### config.mk
export PLATFORM = sky130hd
export DESIGN_NAME = store_drain_unit
export DESIGN_NICKNAME = d
export VERILOG_FILES = /design/src/rtl/store_drain_unit.sv
export SDC_FILE = /design/constraint.sdc
export NUM_CORES = 1
export LEC_CHECK = 0
export CORE_UTILIZATION = 40
export CTS_CLUSTER_DIAMETER = 200
export CTS_CLUSTER_SIZE = 12
export DETAILED_ROUTE_END_ITERATION = 10
export PLACE_DENSITY_LB_ADDON = 0.12
export SKIP_CTS_REPAIR_TIMING = 1
export SLEW_MARGIN = 20
export SYNTH_ARGS = -nofsm -noshare
export SYNTH_HDL_FRONTEND = slang
export SYNTH_SLANG_ARGS = --single-unit
export TNS_END_PERCENT = 5
### constraint.sdc
create_clock -name clock -period 4.6 [get_ports clock]
set_clock_uncertainty 0.05 [all_clocks]
set_input_delay 0.92 -clock clock [delete_from_list [all_inputs] [get_ports clock]]
set_output_delay 0.92 -clock clock [all_outputs]
set_load 0.005 [all_outputs]
### src/rtl/store_drain_unit.sv
// store_drain_unit: post-retirement store buffer between the store queue and
// the D-cache write port. Small circular FIFO, head drained with a
// valid/accept/miss handshake and fixed retry backoff, plus per-byte
// store-to-load forwarding from entries not yet written.
// Optional build macro: STORE_DRAIN_COALESCE_EN (merge a store into the
// youngest entry when the word address matches).
module store_drain_unit #(
  parameter int DEPTH      = 4,
  parameter int RETRY_WAIT = 3
) (
  input  logic                   clock,
  input  logic                   reset,
  input  logic                   in_valid,
  output logic                   in_ready,
  input  logic [31:0]            in_addr,
  input  logic [31:0]            in_data,
  input  logic [3:0]             in_byte_mask,
  output logic                   dc_req_valid,
  output logic [31:0]            dc_req_addr,
  output logic [31:0]            dc_req_data,
  output logic [3:0]             dc_req_byte_mask,
  input  logic                   dc_req_accepted,
  input  logic                   dc_req_miss,
  input  logic [31:0]            ld_addr,
  output logic [31:0]            fwd_data,
  output logic [3:0]             fwd_mask,
  output logic [$clog2(DEPTH):0] count,
  output logic                   empty
);
  localparam int AW = $clog2(DEPTH);
  localparam int BW = $clog2(RETRY_WAIT + 1);

  localparam logic [1:0] S_IDLE    = 2'd0;
  localparam logic [1:0] S_ISSUE   = 2'd1;
  localparam logic [1:0] S_BACKOFF = 2'd2;

  typedef struct packed {
    logic [29:0] waddr;
    logic [31:0] data;
    logic [3:0]  mask;
  } entry_t;

  entry_t        mem [DEPTH];
  logic [AW:0]   head, tail;
  logic [AW-1:0] head_idx, tail_idx, last_idx;
  logic [1:0]    state;
  logic [BW-1:0] backoff;
  logic          full, can_merge, enq, alloc, merge, deq;
  entry_t        head_e;
  logic          unused_addr_bits;

  assign unused_addr_bits = ^{in_addr[1:0], ld_addr[1:0]};

  assign head_idx = head[AW-1:0];
  assign tail_idx = tail[AW-1:0];
  assign last_idx = tail_idx - AW'(1);
  assign count    = tail - head;
  assign empty    = (head == tail);
  assign full     = (head_idx == tail_idx) && (head[AW] != tail[AW]);

`ifdef STORE_DRAIN_COALESCE_EN
  // The head may not be modified once it is being presented to the cache.
  assign can_merge = !empty && (mem[last_idx].waddr == in_addr[31:2]) &&
                     !((count == (AW+1)'(1)) && (state != S_IDLE));
  assign in_ready  = !full || can_merge;
`else
  assign can_merge = 1'b0;
  assign in_ready  = !full;
`endif

  assign enq   = in_valid && in_ready;
  assign merge = enq && can_merge;
  assign alloc = enq && !can_merge;
  assign deq   = dc_req_valid && dc_req_accepted;

  // Entry storage: allocate at tail or merge bytes into the youngest entry.
  always_ff @(posedge clock) begin
    if (alloc) begin
      mem[tail_idx] <= '{waddr: in_addr[31:2], data: in_data, mask: in_byte_mask};
    end else if (merge) begin
      for (int b = 0; b < 4; b++)
        if (in_byte_mask[b]) mem[last_idx].data[8*b +: 8] <= in_data[8*b +: 8];
      mem[last_idx].mask <= mem[last_idx].mask | in_byte_mask;
    end
  end

  // Head/tail pointers with wrap bit in the MSB.
  always_ff @(posedge clock) begin
    if (reset) begin
      head <= '0;
      tail <= '0;
    end else begin
      if (alloc) tail <= tail + (AW+1)'(1);
      if (deq)   head <= head + (AW+1)'(1);
    end
  end

  // Drain FSM: present head, back off for RETRY_WAIT idle cycles on a miss.
  always_ff @(posedge clock) begin
    if (reset) begin
      state   <= S_IDLE;
      backoff <= '0;
    end else begin
      case (state)
        S_IDLE: if (!empty) state <= S_ISSUE;
        S_ISSUE: begin
          if (dc_req_accepted) begin
            if ((count == (AW+1)'(1)) && !enq) state <= S_IDLE;
          end else if (dc_req_miss) begin
            state   <= S_BACKOFF;
            backoff <= BW'(RETRY_WAIT);
          end
        end
        S_BACKOFF: begin
          backoff <= backoff - BW'(1);
          if (backoff == BW'(1)) state <= S_ISSUE;
        end
        default: state <= S_IDLE;
      endcase
    end
  end

  assign head_e           = mem[head_idx];
  assign dc_req_valid     = (state == S_ISSUE);
  assign dc_req_addr      = dc_req_valid ? {head_e.waddr, 2'b00} : '0;
  assign dc_req_data      = dc_req_valid ? head_e.data : '0;
  assign dc_req_byte_mask = dc_req_valid ? head_e.mask : '0;

  // Forwarding: walk oldest to youngest so younger matches overwrite older.
  always_comb begin
    fwd_data = '0;
    fwd_mask = '0;
    for (int i = 0; i < DEPTH; i++) begin
      if (((AW+1)'(i) < count) &&
          (mem[head_idx + AW'(i)].waddr == ld_addr[31:2])) begin
        for (int b = 0; b < 4; b++) begin
          if (mem[head_idx + AW'(i)].mask[b]) begin
            fwd_data[8*b +: 8] = mem[head_idx + AW'(i)].data[8*b +: 8];
            fwd_mask[b]        = 1'b1;
          end
        end
      end
    end
  end

endmodule

==> results of run 1 <==
-- final timing paths --
check	start	endpoint	slack [ns]	cells past startpoint
worst max-delay path	head[0]	fwd_data[5]	-0.54	16
worst min-delay path	backoff[1]	backoff[1]	0.46	2
worst max register to register	head[0]	state[1]	1.56	10
worst min register to register	backoff[1]	backoff[1]	0.46	2
-- flip-flops by register name (all words and copies together) (netlist names), named ones only --
name     flops
tail         3
state        2
mem        264
backoff      2
head         3
-- where the power goes --
part           switching, mW  internal (mW)  leakage [nW]
clock                  0.908           1.06         0.345
sequential            0.0886           2.90          2.53
combinational           1.70           1.87          5.01
-- kinds of logic (layout without fill, tap and decap cells) --
group           after synthesis  in the layout  synth area share
buf+inv                     160            508           0.04453
compound gates              209            209           0.07641
simple gates                283            283           0.08725
other cells                   1              3         0.0002082
mux                         281            281            0.2701
flops                       276            276            0.4535
fa+ha+maj                    13             13          0.009447
xor+xnor                    119            119           0.05863
-- cell usage in the layout (no fill, tap or decap), types with 6 or more instances in the layout --
cell and instances:
edfxtp_1 264, buf_4 191, clkdlybuf4s50_1 173, mux4_2 160, xnor2_1 96, mux2i_1 81, o21ai_0 74, nand2_1 72
and2_1 67, nor2_1 41, mux2_2 40, inv_1 37, nand4_1 35, clkbuf_16 27, buf_12 23, o22ai_1 19
clkbuf_2 19, o21ai_1 16, nand3_1 15, a21oi_1 15, o22ai_2 13, xor2_1 11, xnor2_2 11, buf_6 11
ha_1 10, clkbuf_1 10, dlymetal6s2s_1 10, a31oi_1 9, nor3_1 8, dfxtp_1 8, and3_4 7, o311a_1 7
a41oi_1 7, o31a_1 7, buf_2 6
-- per-layer routing --
layer | wire length, um | share of wire | track usage | vias up
met2 | 25370 | 0.48 | 0.3713 | 404
met5 | 23 | 0.00044 | 0 | -
met4 | 1335 | 0.025 | 0.06024 | 4
met1 | 22930 | 0.44 | 0.3109 | 6686
li1 | - | - | - | 5961
met3 | 2945 | 0.056 | 0.03745 | 74
-- per-stage QoR --
| stage | util | std cells | hold slack [ns] | instance area [um^2] | power (mW) |
|---|---|---|---|---|---|
| after detailed placement | 0.4966 | 2221 | 0.4549 | 22010 | 6.519 |
| final | 0.5233 | 2284 | 0.4630 | 23190 | 8.524 |
| after global routing | 0.5232 | 2283 | 0.5101 | 23190 | 8.954 |
| after global placement | 0.4964 | 2221 | 0.4365 | 22000 | 6.493 |
| after floorplan | - | 1343 | 0.4212 | 18020 | 5.171 |
| after CTS | 0.5127 | 2258 | 0.4678 | 22720 | 8.504 |
-- cell type report --
cell class	count	area [um^2]
antenna	1	2.502
tap	592	740.7
sequential	276	8183
timing repair buffer	433	4000
multi-input combinational	907	9409
fill	3824	21130
clock buffer	37	713.2
inverter	38	142.6
-- worst max-delay path, stage by stage, from the launching register on --
cell and delay [ns]:
dfxtp_4 0.36, ha_4 0.29, buf_12 0.13, buf_12 0.10, mux4_2 0.51, xnor2_2 0.16
nand4_1 0.17, or4_4 0.56, nor4_4 0.17, buf_6 0.16, buf_12 0.10, a31oi_4 0.09
buf_6 0.15, buf_4 0.14, a221oi_2 0.22, o22ai_1 0.12, dlymetal6s2s_1 0.17
==> impl_metrics.py, run 1 <==
metrics = {
    "run_status": {
        "status": "finished, violations left",
        "violations": "negative setup slack",
    },
    "place": {
        "place_congestion": 0.8405,
        "dp_hpwl_mm": 37.13,
        "numPortBuffers": 208,
        "pre_cts_ws_ns": -0.6600,
    },
    "timing": {
        "rsz0062_at_grt": "true",
        "fin_tns_setup_ns": -15.24,
        "min_period_ns": 5.141,
        "tightest_slew_ns": 1.064,
        "drv_slew": 0,
        "fmax_mhz": 194.5,
        "hold_viol_final": 0,
        "fin_crit_sh": 1.118,
        "finalSetupViolations": 36,
        "setup_slack_ns": -0.5405,
        "relSlewSlack": 0.2909,
    },
    "clock_network": {
        "cts_max_path_buffers": 3,
        "numCtsBuffers": 26,
        "clock_latency_ns": 0.55,
        "cts_root_buffer": "clkbuf_16",
        "cts_num_sinks": 276,
        "htree_num_levels": 1,
        "cts_tree": "yes",
        "path_clk_slew_ns": 0.06,
    },
    "drt": {
        "drt-total-wl_mm": 52.60,
        "postRouteAntennaNets": 0,
        "first_pass_iters": 5,
        "drtIter0Drc": 986,
        "routed_via_density": 5.748,
        "wl_per_cell_um": 23.03,
        "via_count": 13130,
        "drc_errors": 0,
    },
    "setup_path": {
        "cp.required_ns": 3.63,
        "arrival_ns": 4.17,
        "critPathKind": "flip-flop to output port",
        "end_kind": "output port",
        "cp-start-kind": "flip-flop",
        "worst-path-max-fanout": 6,
    },
    "finish": {
        "syn2layout_area_growth_pct": 28.75,
        "fin_nets": 1800,
        "drive_gt1_frac": 0.3270,
    },
    "flow_run": {
        "max_cap_violations": 0,
    },
    "logic_synthesis": {
        "synth_cells": 1342,
        "synth_common_cells": "edfxtp_1 (264), mux4_2 (160), xnor2_1 (107)",
        "synth_cell_type_count": 64,
        "ys_warn_count": 0,
        "async_reset_ff_frac": 0,
        "synth_area_per_cell_um2": 13.42,
        "synthTopCellsByArea": "edfxtp_1 (44%), mux4_2 (20%), xnor2_1 (5.2%), mux2i_1 (4.5%), mux2_2 (2.5%)",
        "synth-main-ff-cell": "edfxtp_1",
        "synth_top_area_share": 0.4401,
        "synth_edf_count": 264,
        "synthesis.area_um2": 18010,
        "yosys.cell_count.top_type": "edfxtp_1",
        "seq_area_frac_synth": 0.4535,
        "ys_ff_latch": 276,
        "yosysTopAreaCell": "edfxtp_1",
    },
    "floorplanning": {
        "io_pins": 215,
        "core_area_um2": 44320,
        "die_h_um": 214.2,
        "dieArea_um2": 45880,
        "start_util": 0.4064,
        "rows": 77,
        "die-width_um": 214.2,
    },
    "grt": {
        "grtUsageTotal": 0.2261,
        "grt_pass1_wl_mm": 79.21,
        "antenna_found_initial": 3,
        "grt_pass1_vias": 13140,
        "grt_max_degree": 74,
        "overflow": 0,
    },
    "min_path": {
        "hp-class": "flip-flop to flip-flop",
    },
    "pwr": {
        "vdd_drop_max_mv": 0.3812,
        "leakagePower_nw": 7.885,
        "power.density_nw_per_um2": 367.5,
    },
}
Note: power is estimated with default switching activity, not from simulation.
==> run 2, diff against run 1 <==
- CTS_CLUSTER_DIAMETER: 200 -> 50
- RECOVER_POWER: unset -> 50
==> impl_metrics.py, run 2 (synthesized netlist as in run 1, its figures left out) <==
metrics = {
    "timing": {
        "fmax_mhz": 194.8,
        "relSlewSlack": -0.3700,
        "min_period_ns": 5.132,
        "drv_slew": 49,
        "finalSetupViolations": 61,
        "tightest_slew_ns": 2.055,
        "fin_crit_sh": 1.116,
        "setup_slack_ns": -0.5325,
        "hold_viol_final": 0,
        "rsz0062_at_grt": "true",
    },
    "pwr": {
        "combPwrFrac": 0.376,
        "leakagePower_nw": 8.152,
        "clkPwrFrac": 0.306,
        "p_int_mw": 6.510,
        "p_sw_frac": 0.3089,
        "power.density_nw_per_um2": 397.3,
        "total_power_mw": 9.419,
        "power_frac_seq": 0.318,
        "vdd_drop_max_mv": 0.2579,
        "p_sw_mw": 2.909,
    },
    "run_status": {
        "violations": "max-capacitance violations, max-slew violations, negative setup slack",
        "status": "finished, violations left",
    },
    "min_path": {
        "hp-class": "flip-flop to flip-flop",
    },
    "drt": {
        "wl_per_cell_um": 22.84,
        "first_pass_iters": 5,
        "drt-total-wl_mm": 52.85,
        "drc_errors": 0,
        "postRouteAntennaNets": 0,
        "via_count": 13250,
        "routed_via_density": 5.725,
        "drtIter0Drc": 1044,
    },
    "grt": {
        "grt_max_degree": 74,
        "antenna_found_initial": 7,
        "grtUsageTotal": 0.2287,
        "grt_pass1_wl_mm": 79.63,
        "overflow": 0,
        "grt_pass1_vias": 13230,
    },
    "finish": {
        "final_common_cell": "edfxtp_1",
        "fillerInstances": 3787,
        "drive_gt1_frac": 0.3407,
        "final_cell_mix": "edfxtp_1 (264), buf_4 (190), mux4_2 (160)",
        "syn2layout_area_growth_pct": 31.62,
        "utilization": 0.5350,
        "fin_nets": 1811,
        "largest_reg_flops": 264,
        "top_register": "mem",
        "top_regs": "mem x264, head x3, tail x3",
    },
    "setup_path": {
        "arrival_ns": 4.16,
        "crit_buf_inv": 7,
        "crit_path_frequent_cell": "buf_12",
        "cp-start-kind": "flip-flop",
        "slowest_stage": "or4_4",
        "path_cells": "ha_4 -> buf_12 -> buf_12 -> mux4_2 -> xnor2_2 -> nand4_1 -> or4_4 -> nor4_4 -> buf_6 -> buf_12 -> a31oi_4 -> buf_6 -> buf_4 -> a221oi_2 -> o22ai_1 -> dlymetal6s2s_1",
        "worst-path-max-fanout": 6,
        "crit_family": "buffers and inverters",
        "end_kind": "output port",
        "cp.required_ns": 3.63,
        "critPathKind": "flip-flop to output port",
        "crit_path_max_incr_delay_ns": 0.55,
    },
    "clock_network": {
        "cts_num_sinks": 276,
        "cts_max_path_buffers": 3,
        "numCtsBuffers": 38,
        "clock_latency_ns": 0.55,
        "cts_tree": "yes",
        "cts_root_buffer": "clkbuf_16",
        "path_clk_slew_ns": 0.06,
        "htree_num_levels": 2,
    },
    "floorplanning": {
        "die_h_um": 214.2,
        "io_pins": 215,
        "dieArea_um2": 45880,
        "die-width_um": 214.2,
        "rows": 77,
        "start_util": 0.4064,
        "core_area_um2": 44320,
    },
    "flow_run": {
        "max_cap_violations": 1,
    },
    "place": {
        "numPortBuffers": 208,
        "pre_cts_ws_ns": -0.6600,
        "dp_hpwl_mm": 37.13,
        "place_congestion": 0.8405,
    },
}
==> run 2: cell count changes in the layout (fill, tap and decap cells not counted), moves of 2 or more <==
cell	delta
clkdlybuf4s50_1	-66
dlygate4sd3_1	+66
clkbuf_16	+14
clkbuf_1	-6
clkinv_2	+6
clkinvlp_4	+6
clkinv_4	+4
buf_2	+2
bufinv_16	+2
clkbuf_2	-2
inv_6	+2
==> run 2: cell type report <==
cell class / count / area [um^2] / area share
clock buffers: 45 / 1051 / 0.04433
multi-input cells: 907 / 9398 / 0.3964
repair buffers: 432 / 3985 / 0.1681
well taps: 592 / 740.7 / 0.03124
inverters: 38 / 142.6 / 0.006016
diodes: 2 / 5.005 / 0.0002111
clock inverters: 22 / 202.7 / 0.008550
flip-flops and latches: 276 / 8183 / 0.3452
==> run 2: path summary, 6_finish.rpt <==
kind / slack [ns] / from / to / cells past startpoint
min: 0.46 / backoff[1] / backoff[1] / 2
max: -0.53 / head[0] / fwd_data[5] / 16
max reg2reg: 1.36 / state[1] / state[1] / 7
min reg2reg: 0.46 / backoff[1] / backoff[1] / 2
==> run 2: routing by layer <==
layer  wire [um]  GRT usage  up-vias
met5          57          0        -
met2       25260     0.3701      431
met4        1337    0.06833        8
li1            -          -     6012
met3        3202    0.04539       76
met1       22990     0.3112     6721
==> run 2: worst min-delay path: stages, from the launching register on <==
cell and delay (ns):
dfxtp_1 0.31, nor2_1 0.10, a311oi_1 0.05
==> run 2: stage by stage <==
| stage | instance area, um^2 | setup TNS, ns | hold WS, ns | std cells |
|---|---|---|---|---|
| final | 23710 | -15.66 | 0.4587 | 2314 |
| after global routing | 23700 | -31.69 | 0.5083 | 2312 |
| after CTS | 23260 | -33.58 | 0.4661 | 2288 |
| after detailed placement | 22010 | -20.23 | 0.4549 | 2221 |
| after global placement | 22000 | -18.57 | 0.4365 | 2221 |
| after floorplan | 18020 | 0 | 0.4212 | 1343 |
==> run 2: power by group through the flow <==
stage | Combinational [mW] | Clock, mW | Sequential, mW
6_report | 3.55 | 2.88 | 2.99
5_1_grt | 3.83 | 3.04 | 3.01
4_1_cts | 3.50 | 2.94 | 2.99
3_5_place_dp | 3.48 | 0 | 3.04
3_3_place_gp | 3.46 | 0 | 3.03
2_1_floorplan | 2.16 | 0 | 3.01
==> run 3, diff against run 2 <==
- RECOVER_POWER: 50 -> 25
==> impl_metrics.py, run 3 (synthesized netlist as in run 1, its figures left out) <==
metrics = {
    "setup_path": {
        "worst-path-max-fanout": 6,
        "critPathKind": "flip-flop to output port",
        "cp.required_ns": 3.63,
        "arrival_ns": 4.22,
        "startpoint": "head[0]",
        "end_kind": "output port",
        "r2r-start": "head[0]",
        "cp-start-kind": "flip-flop",
    },
    "pwr": {
        "leakagePower_nw": 8.148,
        "clkPwrFrac": 0.305,
        "total_power_mw": 9.437,
        "p_int_mw": 6.522,
        "combPwrFrac": 0.377,
        "p_sw_mw": 2.915,
        "vdd_drop_max_mv": 0.2576,
        "p_sw_frac": 0.3089,
        "power.density_nw_per_um2": 397.8,
        "power_frac_seq": 0.317,
    },
    "timing": {
        "drv_slew": 0,
        "finalSetupViolations": 36,
        "min_period_ns": 5.187,
        "tightest_slew_ns": 1.059,
        "relSlewSlack": 0.2942,
        "hold_viol_final": 0,
        "holdWs_ns": 0.4618,
        "fmax_mhz": 192.8,
        "fin_crit_sh": 1.128,
        "setup_slack_ns": -0.5867,
        "rsz0062_at_grt": "true",
    },
    "floorplanning": {
        "start_util": 0.4064,
        "core_area_um2": 44320,
        "dieArea_um2": 45880,
        "io_pins": 215,
        "rows": 77,
        "die_h_um": 214.2,
        "die-width_um": 214.2,
    },
    "clock_network": {
        "cts_root_buffer": "clkbuf_16",
        "clock_latency_ns": 0.55,
        "htree_num_levels": 2,
        "cts_num_sinks": 276,
        "numCtsBuffers": 38,
        "cts_max_path_buffers": 3,
        "cts_tree": "yes",
        "path_clk_slew_ns": 0.06,
    },
    "finish": {
        "stdcell_area_um2": 23730,
        "top_regs": "mem x264, head x3, tail x3",
        "final_common_cell": "edfxtp_1",
        "largest_reg_flops": 264,
        "syn2layout_area_growth_pct": 31.72,
        "drive_gt1_frac": 0.3424,
        "final_cell_mix": "edfxtp_1 (264), buf_4 (191), mux4_2 (160)",
        "top_register": "mem",
        "utilization": 0.5354,
        "fin_nets": 1811,
    },
    "place": {
        "numPortBuffers": 208,
        "dp_hpwl_mm": 37.13,
        "place_congestion": 0.8405,
        "dpl-instance-area_um2": 22010,
    },
    "drt": {
        "via_count": 13190,
        "wl_per_cell_um": 22.86,
        "drt-total-wl_mm": 52.88,
        "drc_errors": 0,
        "drtIter0Drc": 1007,
        "postRouteAntennaNets": 0,
        "first_pass_iters": 6,
        "routed_via_density": 5.703,
    },
    "min_path": {
        "min_from": "backoff[1]",
        "hp-class": "flip-flop to flip-flop",
    },
    "flow_run": {
        "max_cap_violations": 0,
    },
    "grt": {
        "overflow": 0,
        "grt_pass1_wl_mm": 79.63,
        "grt_pass1_vias": 13230,
        "antenna_found_initial": 6,
        "grt_max_degree": 74,
        "grtUsageTotal": 0.2287,
    },
    "run_status": {
        "status": "finished, violations left",
        "violations": "negative setup slack",
    },
}
-- run 3: changes by cell type in the layout (fill, tap and decap cells not counted), sizes merged --
cell           delta
clkdlybuf4s50    +27
clkbuf            -1
diode             -1
buf               +1
dlygate4sd3      -27
-- run 3: power by group through the flow --
stage | Sequential (mW) | Clock [mW] | Combinational (mW)
global placement | 3.03 | 0 | 3.46
detailed placement | 3.04 | 0 | 3.48
CTS | 2.99 | 2.94 | 3.50
finish | 2.99 | 2.88 | 3.56
global route | 3.01 | 3.04 | 3.84
floorplan | 3.01 | 0 | 2.16
-- run 3: path summary, 6_finish.rpt --
check	endpoint	slack, ns	depth (start not counted)
setup reg to reg	state[1]	1.56	10
hold reg to reg	backoff[1]	0.46	2
hold / removal	backoff[1]	0.46	2
setup / recovery	fwd_data[5]	-0.59	16
-- run 3: per-layer routing --
| metal | wire length, um | track usage | share of wire |
|---|---|---|---|
| met1 | 23060 | 0.3112 | 0.44 |
| met2 | 25290 | 0.3701 | 0.48 |
| met3 | 3132 | 0.04539 | 0.059 |
| met4 | 1347 | 0.06833 | 0.025 |
| met5 | 46 | 0 | 0.00087 |
-- run 3: layout make-up --
cell class,instances,area [um^2]
clock buffer,45,1051
multi-input combinational,907,9415
fill,3785,20590
sequential,276,8183
antenna,1,2.502
tap,592,740.7
timing repair buffer,432,3989
inverter,38,142.6
clock inverter,22,202.7
-- run 3: critical path: stages, from the launching register on --
cell,delay (ns)
dfxtp_4,0.36
ha_4,0.30
buf_12,0.13
buf_12,0.10
mux4_2,0.51
xnor2_2,0.16
nand4_1,0.21
or4_4,0.57
nor4_4,0.17
buf_6,0.15
buf_12,0.10
a31oi_4,0.09
buf_6,0.15
buf_4,0.14
a221oi_2,0.22
o22ai_1,0.12
dlymetal6s2s_1,0.17
-- run 3: metrics by stage --
step / setup slack (ns) / setup TNS (ns) / std cells
after floorplan: 0.4361 / 0 / 1343
after global placement: -0.6229 / -18.57 / 2221
after detailed placement: -0.6600 / -20.23 / 2221
after CTS: -1.037 / -33.58 / 2288
after global routing: -0.6905 / -20.88 / 2312
final: -0.5867 / -17.09 / 2313
